$ cat src/rtl/cpu_mem_pkg.sv
// cpu_mem_pkg
// Shared definitions for the instruction- and data-side SRAM-to-SRAM-like
// bridges: the bridge FSM state encoding and the access-size codes carried
// on the *_size buses.
package cpu_mem_pkg;

    // Bridge FSM states.
    //   IDLE : no access outstanding
    //   REQ  : request presented on the bus, waiting for addr_ok
    //   WAIT : address accepted, waiting for data_ok
    //   DONE : access finished while the pipeline was held; result parked
    typedef enum logic [1:0] {
        IDLE = 2'd0,
        REQ  = 2'd1,
        WAIT = 2'd2,
        DONE = 2'd3
    } mem_state_t;

    // Access size codes (from the load/store opcode).
    localparam logic [1:0] SIZE_BYTE = 2'd0;
    localparam logic [1:0] SIZE_HALF = 2'd1;
    localparam logic [1:0] SIZE_WORD = 2'd2;

endpackage

$ cat src/rtl/data_sram_like_bridge.sv
// data_sram_like_bridge
// Turns the MEM stage's single-cycle SRAM-style data access into one
// split-handshake SRAM-like transaction (req / addr_ok / data_ok) and stalls
// the pipeline until it finishes. Read data is parked so it stays stable
// while the pipeline is held by another stall source.
//
// Handshake: a request is transferred on the rising edge where data_req and
// data_addr_ok are both high; data_req, data_wr, data_size, data_addr and
// data_wdata hold steady from the first cycle data_req is high until that
// edge. data_data_ok (with data_rdata for reads) marks completion and is
// only legal once the address has been accepted (same cycle or later).
//
// Ports
//   clk, rst          clock; asynchronous active-high reset
//   data_sram_*       MEM-stage SRAM-style port (en, wen, size, addr, wdata in; rdata out)
//   flush             exception/ERET flush; kills an access not yet issued
//   longest_stall     pipeline held by another source this cycle
//   d_stall           stall request to the hazard unit
//   data_req .. data_wdata   SRAM-like request channel (out)
//   data_rdata, data_addr_ok, data_data_ok   SRAM-like response channel (in)
//   fsm_state         current FSM state (debug / observation)
module data_sram_like_bridge
    import cpu_mem_pkg::*;
#(
    parameter int ADDR_W = 32,
    parameter int DATA_W = 32
) (
    input  logic              clk,
    input  logic              rst,
    input  logic              data_sram_en,
    input  logic [3:0]        data_sram_wen,
    input  logic [1:0]        data_sram_size,
    input  logic [ADDR_W-1:0] data_sram_addr,
    input  logic [DATA_W-1:0] data_sram_wdata,
    output logic [DATA_W-1:0] data_sram_rdata,
    input  logic              flush,
    input  logic              longest_stall,
    output logic              d_stall,
    output logic              data_req,
    output logic              data_wr,
    output logic [1:0]        data_size,
    output logic [ADDR_W-1:0] data_addr,
    output logic [DATA_W-1:0] data_wdata,
    input  logic [DATA_W-1:0] data_rdata,
    input  logic              data_addr_ok,
    input  logic              data_data_ok,
    output logic [1:0]        fsm_state
);

    mem_state_t        state;
    mem_state_t        state_next;

    logic              req_wr;
    logic [1:0]        req_size;
    logic [ADDR_W-1:0] req_addr;
    logic [DATA_W-1:0] req_wdata;
    logic [DATA_W-1:0] saved_rdata;
    // Set once a flush hits an issued access; the bus transaction still has
    // to finish, but its result is thrown away.
    logic              flushed;

    logic              completing;
    logic              discard;
    logic              deliver;
    logic              accept;

    // The access finishes this cycle: either both handshakes coincide in REQ,
    // or data_ok arrives in WAIT.
    assign completing = ((state == REQ) && data_addr_ok && data_data_ok) ||
                        ((state == WAIT) && data_data_ok);
    assign discard    = flushed || flush;
    assign deliver    = completing && !discard;
    assign accept     = (state == IDLE) && data_sram_en && !flush;

    // ---------------- FSM ----------------
    always_comb begin
        state_next = state;
        case (state)
            IDLE: begin
                if (accept) state_next = REQ;
            end
            REQ: begin
                if (data_addr_ok) begin
                    if (data_data_ok)
                        state_next = (longest_stall && !discard) ? DONE : IDLE;
                    else
                        state_next = WAIT;
                end
            end
            WAIT: begin
                if (data_data_ok)
                    state_next = (longest_stall && !discard) ? DONE : IDLE;
            end
            DONE: begin
                if (!longest_stall) state_next = IDLE;
            end
            default: state_next = IDLE;
        endcase
    end

    always_ff @(posedge clk or posedge rst) begin
        if (rst) begin
            state       <= IDLE;
            flushed     <= 1'b0;
            saved_rdata <= '0;
        end else begin
            state <= state_next;
            if (((state == REQ) || (state == WAIT)) && !completing)
                flushed <= flushed || flush;
            else
                flushed <= 1'b0;
            if (deliver && !req_wr)
                saved_rdata <= data_rdata;
        end
    end

    // ---------------- request latch ----------------
    // Captured once when the access is accepted so the bus sees stable
    // values no matter what the MEM stage drives afterwards.
    always_ff @(posedge clk or posedge rst) begin
        if (rst) begin
            req_wr    <= 1'b0;
            req_size  <= SIZE_BYTE;
            req_addr  <= '0;
            req_wdata <= '0;
        end else if (accept) begin
            req_wr    <= |data_sram_wen;
            req_size  <= data_sram_size;
            req_addr  <= data_sram_addr;
            req_wdata <= data_sram_wdata;
        end
    end

    // ---------------- outputs ----------------
    assign data_req   = (state == REQ);
    assign data_wr    = req_wr;
    assign data_size  = req_size;
    assign data_addr  = req_addr;
    assign data_wdata = req_wdata;
    assign fsm_state  = state;

    // Forward bus data in the completing cycle so the stall can drop with no
    // bubble; afterwards the parked copy is shown.
    assign data_sram_rdata = deliver ? data_rdata : saved_rdata;

    // Stall while an access is wanted and its result is not yet available.
    // A discarded completion does not release a newer access waiting in IDLE.
    assign d_stall = data_sram_en && !flush && !((state == DONE) || deliver);

    // data_ok is only legal once the address has been accepted.
    a_data_ok_after_addr_ok : assert property (
        @(posedge clk) disable iff (rst)
        data_data_ok |-> ((state == WAIT) || ((state == REQ) && data_addr_ok))
    );

endmodule

$ cat config.mk
export PLATFORM = sky130hd
export DESIGN_NAME = data_sram_like_bridge
export DESIGN_NICKNAME = d
export VERILOG_FILES = /design/src/rtl/cpu_mem_pkg.sv /design/src/rtl/data_sram_like_bridge.sv
export SDC_FILE = /design/constraint.sdc
export NUM_CORES = 1
export LEC_CHECK = 0
export ABC_AREA = 1
export CORE_ASPECT_RATIO = 1.1
export CORE_UTILIZATION = 42
export DETAILED_ROUTE_END_ITERATION = 7
export GPL_TIMING_DRIVEN = 1
export PLACE_DENSITY = 0.81
export SKIP_CTS_REPAIR_TIMING = 1
export SKIP_LAST_GASP = 1
export SLEW_MARGIN = 20
export SYNTH_ARGS = -nofsm -noshare
export SYNTH_HDL_FRONTEND = slang
export SYNTH_SLANG_ARGS = --single-unit
$ cat constraint.sdc
create_clock -name clk -period 4 [get_ports clk]
set_input_delay 0.6 -clock clk [delete_from_list [all_inputs] [get_ports clk]]
set_output_delay 0.6 -clock clk [all_outputs]
set_load 0.01 [all_outputs]
== After elaboration in Yosys (flattened, before gate mapping) ==
Cells that the tools add are included.

* Memory bits (read-only): 0
* Input port bits: 109
* Word-level logic and storage cells: 46
* Flip-flop bits (word level): 102
* Bits in latches: 0
* Memories: 0
* RAM bits: 0

* $mul: 0
* Reductions and logical operators: 23
* Shift operators: 0
* Add/subtract/negate cells: 0
* Bitwise operators: 0
* Mux-type cells: 9
* Div/mod/pow operators: 0
* Order comparisons: 0
* Eq/ne operators: 7

{| class="wikitable"
|+ Operators by type and width
! kind !! number
|-
| $mux 32 || 1
|-
| $mux 2 || 6
|-
| $logic_and 1x1->1 || 11
|-
| $pmux 2 s4 || 1
|-
| $ne 2x2->1 const B || 3
|-
| $logic_not 1->1 || 5
|-
| $eq 2x2->1 const B || 2
|-
| $logic_or 1x1->1 || 4
|-
| $reduce_and 4->1 || 1
|-
| $reduce_or 4->1 || 1
|-
| $eq 2x1->1 const B || 1
|-
| $logic_not 2->1 || 1
|-
| $ne 2x1->1 const B || 1
|-
| $mux 1 || 1
|}

== Depth between registers and ports, before layout ==
Gate-level depths: netlist of the first run.

* Depth after elaboration: 8
* Depth in mapped cells: 9
* Mapped depth without buffers: 8

== Least setup slack after synthesis of the first run ==
OpenSTA, ideal clock, no wires.

* Path type: reg2out
* Start: reg state[1], in the netlist fsm_state[1]
* End: out data_sram_rdata[0]
* Setup slack: 1867 ps
* Cell stages (with the launch flop): 9
* Data arrival time: 1533 ps
* Required time: 3400 ps
* Cells stage by stage: dfrtp_1 inv_1 ha_1 nand2_1 o21ai_2 buf_4 buf_4 nand3_1 nand2_1

* Longest elaborated chain between the ends: 6
* Elaborated cells on any way between the ends: 8

{| class="wikitable"
|+ Ends and longest elaborated chain
! element !! line !! RTL
|-
| start, declared || data_sram_like_bridge.sv:50 || <nowiki>mem_state_t state;</nowiki>
|-
| start signal, assigned || data_sram_like_bridge.sv:107 || <nowiki>state <= state_next;</nowiki>
|-
| $eq 2x1->1 || -- ||
|-
| net data_req || data_sram_like_bridge.sv:39 || <nowiki>output logic data_req,</nowiki>
|-
| $logic_and 1x1->1 (2 in a row) || data_sram_like_bridge.sv:69 || <nowiki>assign completing = ((state == REQ) && data_addr_ok && data_data_ok) ||</nowiki>
|-
| $logic_or 1x1->1 || data_sram_like_bridge.sv:69 ||
|-
| $logic_and 1x1->1 || data_sram_like_bridge.sv:72 || <nowiki>assign deliver = completing && !discard;</nowiki>
|-
| $mux 32 || data_sram_like_bridge.sv:144 || <nowiki>assign data_sram_rdata = deliver ? data_rdata : saved_rdata;</nowiki>
|-
| end, declared || data_sram_like_bridge.sv:35 || <nowiki>output logic [DATA_W-1:0] data_sram_rdata,</nowiki>
|}

The timed path passes the listed nets, and every way through them passes these cells.

== Worst setup path after layout of the first run ==
* Start: reg state[1], in the netlist fsm_state[1]
* End: out data_sram_rdata[30]

* Longest elaborated chain between the ends: 6
* Elaborated cells on any way between the ends: 8

{| class="wikitable"
|+ Ends and longest elaborated chain
! element !! line
|-
| $eq 2x1->1 || data_sram_like_bridge.sv:69
|-
| $logic_and 1x1->1 (2 in a row) || data_sram_like_bridge.sv:69
|-
| $logic_or 1x1->1 * || data_sram_like_bridge.sv:69
|-
| $logic_and 1x1->1 * || data_sram_like_bridge.sv:72
|-
| $mux 32 * || data_sram_like_bridge.sv:144
|}

Every way passes the cells marked *; elsewhere a longest branch is shown, timed or not.

==> flow_summary.toml, run 1 <==
[status]
outcome = "finished clean"

[clock_network]
clk_pin_slew_ps = 60
cts.sinks = 102
cts_buffer_depth = 2
cts_buffers = 9
cts_tree = "yes"
clock_latency_ps = 340
htreeDepth = 3
cts-root-buf = "clkbuf_16"

[sta]
finalHoldViolCount = 0
max_freq_mhz = 296
drv_slew = 0
tightestPinTransition_ps = 1030
fin_tns_setup_ps = 0
period_minus_slack_ps = 3380
rsz0062_at_grt = "false"
finalCritPeriodShare = 0.845
skew_ps = 7.41
setup_viol = 0
timing.slew.headroom = 0.313

[critical_path]
cp-start-kind = "flop"
r2r_slack_ps = 1660
cp.required_ps = 3400
regToRegStartpoint = "fsm_state[1]"
path_cells = "inv_1 > ha_1 > nand2_1 > o21ai_4 > buf_4 > nand3_1 > nand2_1 > clkdlybuf4s50_1"
rr_worst_depth = 9
endpoint_kind = "primary output"
cpPeakStageDelay_ps = 560
path_max_fanout = 66
arrival_ps = 2780
path_buf_inv = 3
path_delay_family = "buffers and inverters"
crit_type = "reg -> out"
r2r_end = "saved_rdata[27]"
slowest_stage = "clkdlybuf4s50_1"
critPathMostFrequentCell = "nand2_1"

[route]
first_iter_violations = 219
routed_via_density = 4.92
drt-pass1-iter-count = 4
ant_nets = 0
num_vias = 4539
totalWireLength_um = 12800
route.detailed.drc = 0
post_drt_wl_per_cell_um = 13.9

[run]
drv_cap = 0

[min_path]
worstHoldPathCells = 2
holdPathEnd = "saved_rdata[9]"
holdCritPathClass = "reg -> reg"
hold_start = "saved_rdata[9]"

[power_and_ir_drop]
p_per_area_mw_per_mm2 = 725
p_int_mw = 3.27
p_clk_frac = 0.156
swShare = 0.359
p_sw_mw = 1.83
leakagePower_nw = 3.53
peakVddDrop_mv = 0.381
pwr-share-comb = 0.486
pwr-share-seq = 0.359

[synth]
synth_adder_area_share = 0.0136
avgSynthCellArea_um2 = 7.88
yosysSeqAreaShare = 0.556
synth-seq-cells = 102
synth_top_family_by_area = "simple AND/OR/NAND/NOR gates"
synth_cell_types = 17
yosys.area_share.simple = 0.373
synth.top_cells.by_area = "dfrtp_1, nand2_1, nand4_1"
yosys.area.top_type = "dfrtp_1"
synth_top_cell_area_share = 0.556
yosysWarnings = 0
muxShareOfSynthArea = 0
synth_area_mm2 = 0.00459
synth-compound-area-share = 0.00546
synth_xor_area_frac = 0
syn-num-nets = 696
postSynthCellCount = 582

[placed_design]
dpl.cell_count = 906
gp_congestion = 0.830
dp_hpwl_um = 9120
port_buffers = 211

[floorplan]
die_w_um = 102
core-area_mm2 = 0.0105
num_rows = 39
io_pins = 212
dieArea_mm2 = 0.0113
die_h_um = 112
start_util = 0.437

[global_route]
grt_overflow = 0
grt_first_pass_wirelength_um = 21200
grt.total_usage = 0.238
grt_pass1_vias = 4460
antenna_found_initial = 0
grt_start_max_net_pins = 77

[finish]
nets = 888
layout_commonest_cell = "nand2_1"
layoutNonFillerInstCount = 922
layout-drive-gt1-share = 0.0359
n_antenna_cell = 0
final_cell_mix = "nand2_1, clkdlybuf4s50_1, dfrtp_1"
area_delta_synth_final_pct = 53.4
==> cell families (layout without fill, tap and decap cells) <==
group | Yosys count | count (layout)
compound gates | 4 | 4
simple gates | 420 | 420
flops | 102 | 102
fa+ha+maj | 5 | 5
buf+inv | 51 | 248
==> area by class of cell <==
type	count	area (µm²)
Inverter	14	56.3
Timing Repair Buffer	218	2160
Sequential cell	102	2550
Multi-Input combinational cell	429	1820
Tap cell	143	179
Fill cell	867	3460
Clock buffer	11	243
Clock inverter	5	25.0
==> synthesized netlist by cell type <==
| cell type | n |
|---|---|
| o21ai_0 | 1 |
| ha_1 | 5 |
| nand3_1 | 36 |
| nand2_1 | 342 |
| inv_1 | 12 |
| dfrtp_1 | 102 |
| nor2_1 | 7 |
| buf_2 | 15 |
| nor2_2 | 2 |
| a31oi_1 | 1 |
| nand4_1 | 32 |
| a21oi_1 | 1 |
| nor3b_1 | 1 |
| buf_4 | 7 |
| o21ai_2 | 1 |
| clkbuf_1 | 15 |
| inv_2 | 2 |
==> per-layer routing <==
layer,GRT usage,share of wire,vias to the layer above
met4,0.0986,0.020,0
met5,0,0,-
met1,0.298,0.42,2122
met2,0.392,0.49,196
met3,0.0552,0.077,22
li1,-,-,2199
==> worst max path at each step <==
stage	startpoint	to	slack (ps)	cells after the start
6_report	fsm_state[1]	data_sram_rdata[30]	620	8
5_1_grt	fsm_state[1]	data_sram_rdata[9]	400	8
4_1_cts	fsm_state[1]	data_sram_rdata[30]	640	8
3_5_place_dp	data_data_ok	data_sram_rdata[30]	670	7
3_3_place_gp	data_data_ok	data_sram_rdata[9]	750	7
2_1_floorplan	rst	data_addr[0]	720	1
==> power by group through the flow <==
stage | Clock (mW) | Combinational [mW] | Sequential (mW)
CTS | 0.811 | 2.50 | 1.83
detailed placement | 0 | 2.50 | 1.84
global placement | 0 | 2.42 | 1.82
finish | 0.794 | 2.48 | 1.83
floorplan | 0 | 0.944 | 1.97
global route | 0.862 | 2.72 | 1.89
==> tightest hold or removal path: stages, from the launching register on <==
cell	delay, ps
dfrtp_1	340
nand2_1	50
nand2_1	50
==> state kept, by name, indices dropped and copies added (netlist names) <==
signal	cells
data_wdata	32
saved_rdata	32
fsm_state	2
data_size	2
data_wr	1
data_addr	32
flushed	1
==> stage by stage <==
stage	util	worst slack (ps)	cell area, µm²	total power [mW]	hold slack, ps
2_1_floorplan	-	725	4590	2.91	442
3_3_place_gp	0.645	745	6770	4.24	453
3_5_place_dp	0.645	667	6770	4.33	458
4_1_cts	0.670	640	7030	5.14	474
5_1_grt	0.671	401	7040	5.47	487
6_report	0.671	621	7040	5.10	468
Power figures use the tool's default switching activity.
==> run 2: changes to the inputs <==
==> constraint.sdc (replaced) <==
create_clock -name clk -period 3.54 [get_ports clk]
set_input_delay 0.531 -clock clk [delete_from_list [all_inputs] [get_ports clk]]
set_output_delay 0.531 -clock clk [all_outputs]
set_load 0.01 [all_outputs]
==> flow_summary.toml, run 2 (synthesis gave the netlist of run 1 again) <==
[finish]
multi_input_area_mm2 = 0.00182
area_delta_synth_final_pct = 55.6
final_cell_mix = "nand2_1, clkdlybuf4s50_1, dfrtp_1"
layout_commonest_cell = "nand2_1"
nets = 889
final.fill_count = 877
layout-drive-gt1-share = 0.0372
regArea_mm2 = 0.00255
n_antenna_cell = 0

[global_route]
grt_first_pass_wirelength_um = 21000
grt_start_max_net_pins = 69
grt_overflow = 0
grt_pass1_vias = 4405
antenna_found_initial = 0
grtUsageMet3 = 0.0559
grt.total_usage = 0.234
grt_use_met1 = 0.297
grt_busiest_layer = "met2"
use_met2 = 0.385

[critical_path]
cpPeakStageDelay_ps = 570
slowest_stage = "clkdlybuf4s50_1"
regToRegStartpoint = "fsm_state[1]"
critPathMostFrequentCell = "nand2_1"
crit_type = "reg -> out"
crit_start = "fsm_state[1]"
cp.required_ps = 3010
path_max_fanout = 66
cp-start-kind = "flop"
endpoint_kind = "primary output"
path_cells = "inv_1 > ha_1 > nand2_1 > o21ai_4 > buf_4 > nand3_1 > nand2_1 > clkdlybuf4s50_1"
arrival_ps = 2800

[route]
ant_nets = 0
drt-pass1-iter-count = 5
route.detailed.drc = 0
routed_via_density = 4.88
first_iter_violations = 204
num_vias = 4507
totalWireLength_um = 12700
post_drt_wl_per_cell_um = 13.8

[power_and_ir_drop]
p_per_area_mw_per_mm2 = 837
p_int_mw = 3.90
leakagePower_nw = 3.57
pwr-share-comb = 0.469
p_total_mw = 5.97
swShare = 0.346
pwr-share-seq = 0.346
p_clk_frac = 0.185
p_sw_mw = 2.07
peakVddDrop_mv = 0.566

[placed_design]
port_buffers = 211
dp_slack_ps = 326
dp_hpwl_um = 9100
gp_congestion = 0.837

[sta]
timing.slew.headroom = 0.565
rsz0062_at_grt = "false"
period_minus_slack_ps = 3330
setup_viol = 0
drv_slew = 0
finalCritPeriodShare = 0.942
finalHoldViolCount = 0
skew_ps = 3.88
fin_tns_setup_ps = 0
max_freq_mhz = 300
tightestPinTransition_ps = 652
worst_slack_ps = 206

[clock_network]
htreeDepth = 3
clock_latency_ps = 340
clk_pin_slew_ps = 70
cts-root-buf = "clkbuf_16"
cts.sinks = 102
cts_buffer_depth = 2
cts_tree = "yes"
cts_buffers = 9

[floorplan]
start_util = 0.437
io_pins = 212
core-area_mm2 = 0.0105
die_w_um = 102
dieArea_mm2 = 0.0113
die_h_um = 112
num_rows = 39

[min_path]
hold_start = "data_addr[10]"
holdCritPathClass = "reg -> reg"

[status]
outcome = "finished clean"

[run]
drv_cap = 0
run 2: area by class of cell:
| class | count | area share |
|---|---|---|
| multi-input combinational | 429 | 0.254 |
| tap | 143 | 0.0251 |
| timing repair buffer | 219 | 0.308 |
| inverter | 14 | 0.00771 |
| sequential | 102 | 0.358 |
| clock inverter | 6 | 0.0154 |
| clock buffer | 10 | 0.0321 |
run 2: worst max-delay path: cells and delay by family (launching register included):
kind / cells / cell delay, ps
AOI/OAI and AO/OA: 1 / 150
adders and majority gates: 1 / 250
buffers and inverters: 3 / 1230
DFF: 1 / 440
and+or+nand+nor: 3 / 380
run 2: layer usage:
metal / wire (µm) / share of wire
met4: 267 / 0.021
met5: 0 / 0
met2: 6050 / 0.48
met3: 987 / 0.078
met1: 5410 / 0.43
run 2: worst paths after layout:
kind / end / slack, ps / cells past startpoint
worst max-delay path: data_sram_rdata[30] / 210 / 8
worst min-delay path: data_addr[10] / 470 / 2
worst max register to register: saved_rdata[27] / 1210 / 9
worst min register to register: data_addr[10] / 470 / 2
max in group asynchronous: saved_rdata[17] / 2190 / 3
min in group asynchronous: data_addr[8] / 620 / 2
run 2: power groups by stage:
stage	logic, mW	registers (mW)	clock network, mW
floorplan	1.07	2.22	0
global placement	2.75	2.05	0
detailed placement	2.82	2.08	0
CTS	2.83	2.07	1.14
global route	3.07	2.13	1.19
finish	2.80	2.07	1.11
run 2: per-stage QoR:
stage | utilization | cells | area (µm²) | hold WS [ps]
after CTS | 0.680 | 923 | 7140 | 474
after global routing | 0.680 | 923 | 7140 | 490
after global placement | 0.648 | 907 | 6800 | 453
after detailed placement | 0.648 | 907 | 6800 | 458
final | 0.680 | 923 | 7140 | 470
after floorplan | - | 582 | 4590 | 442
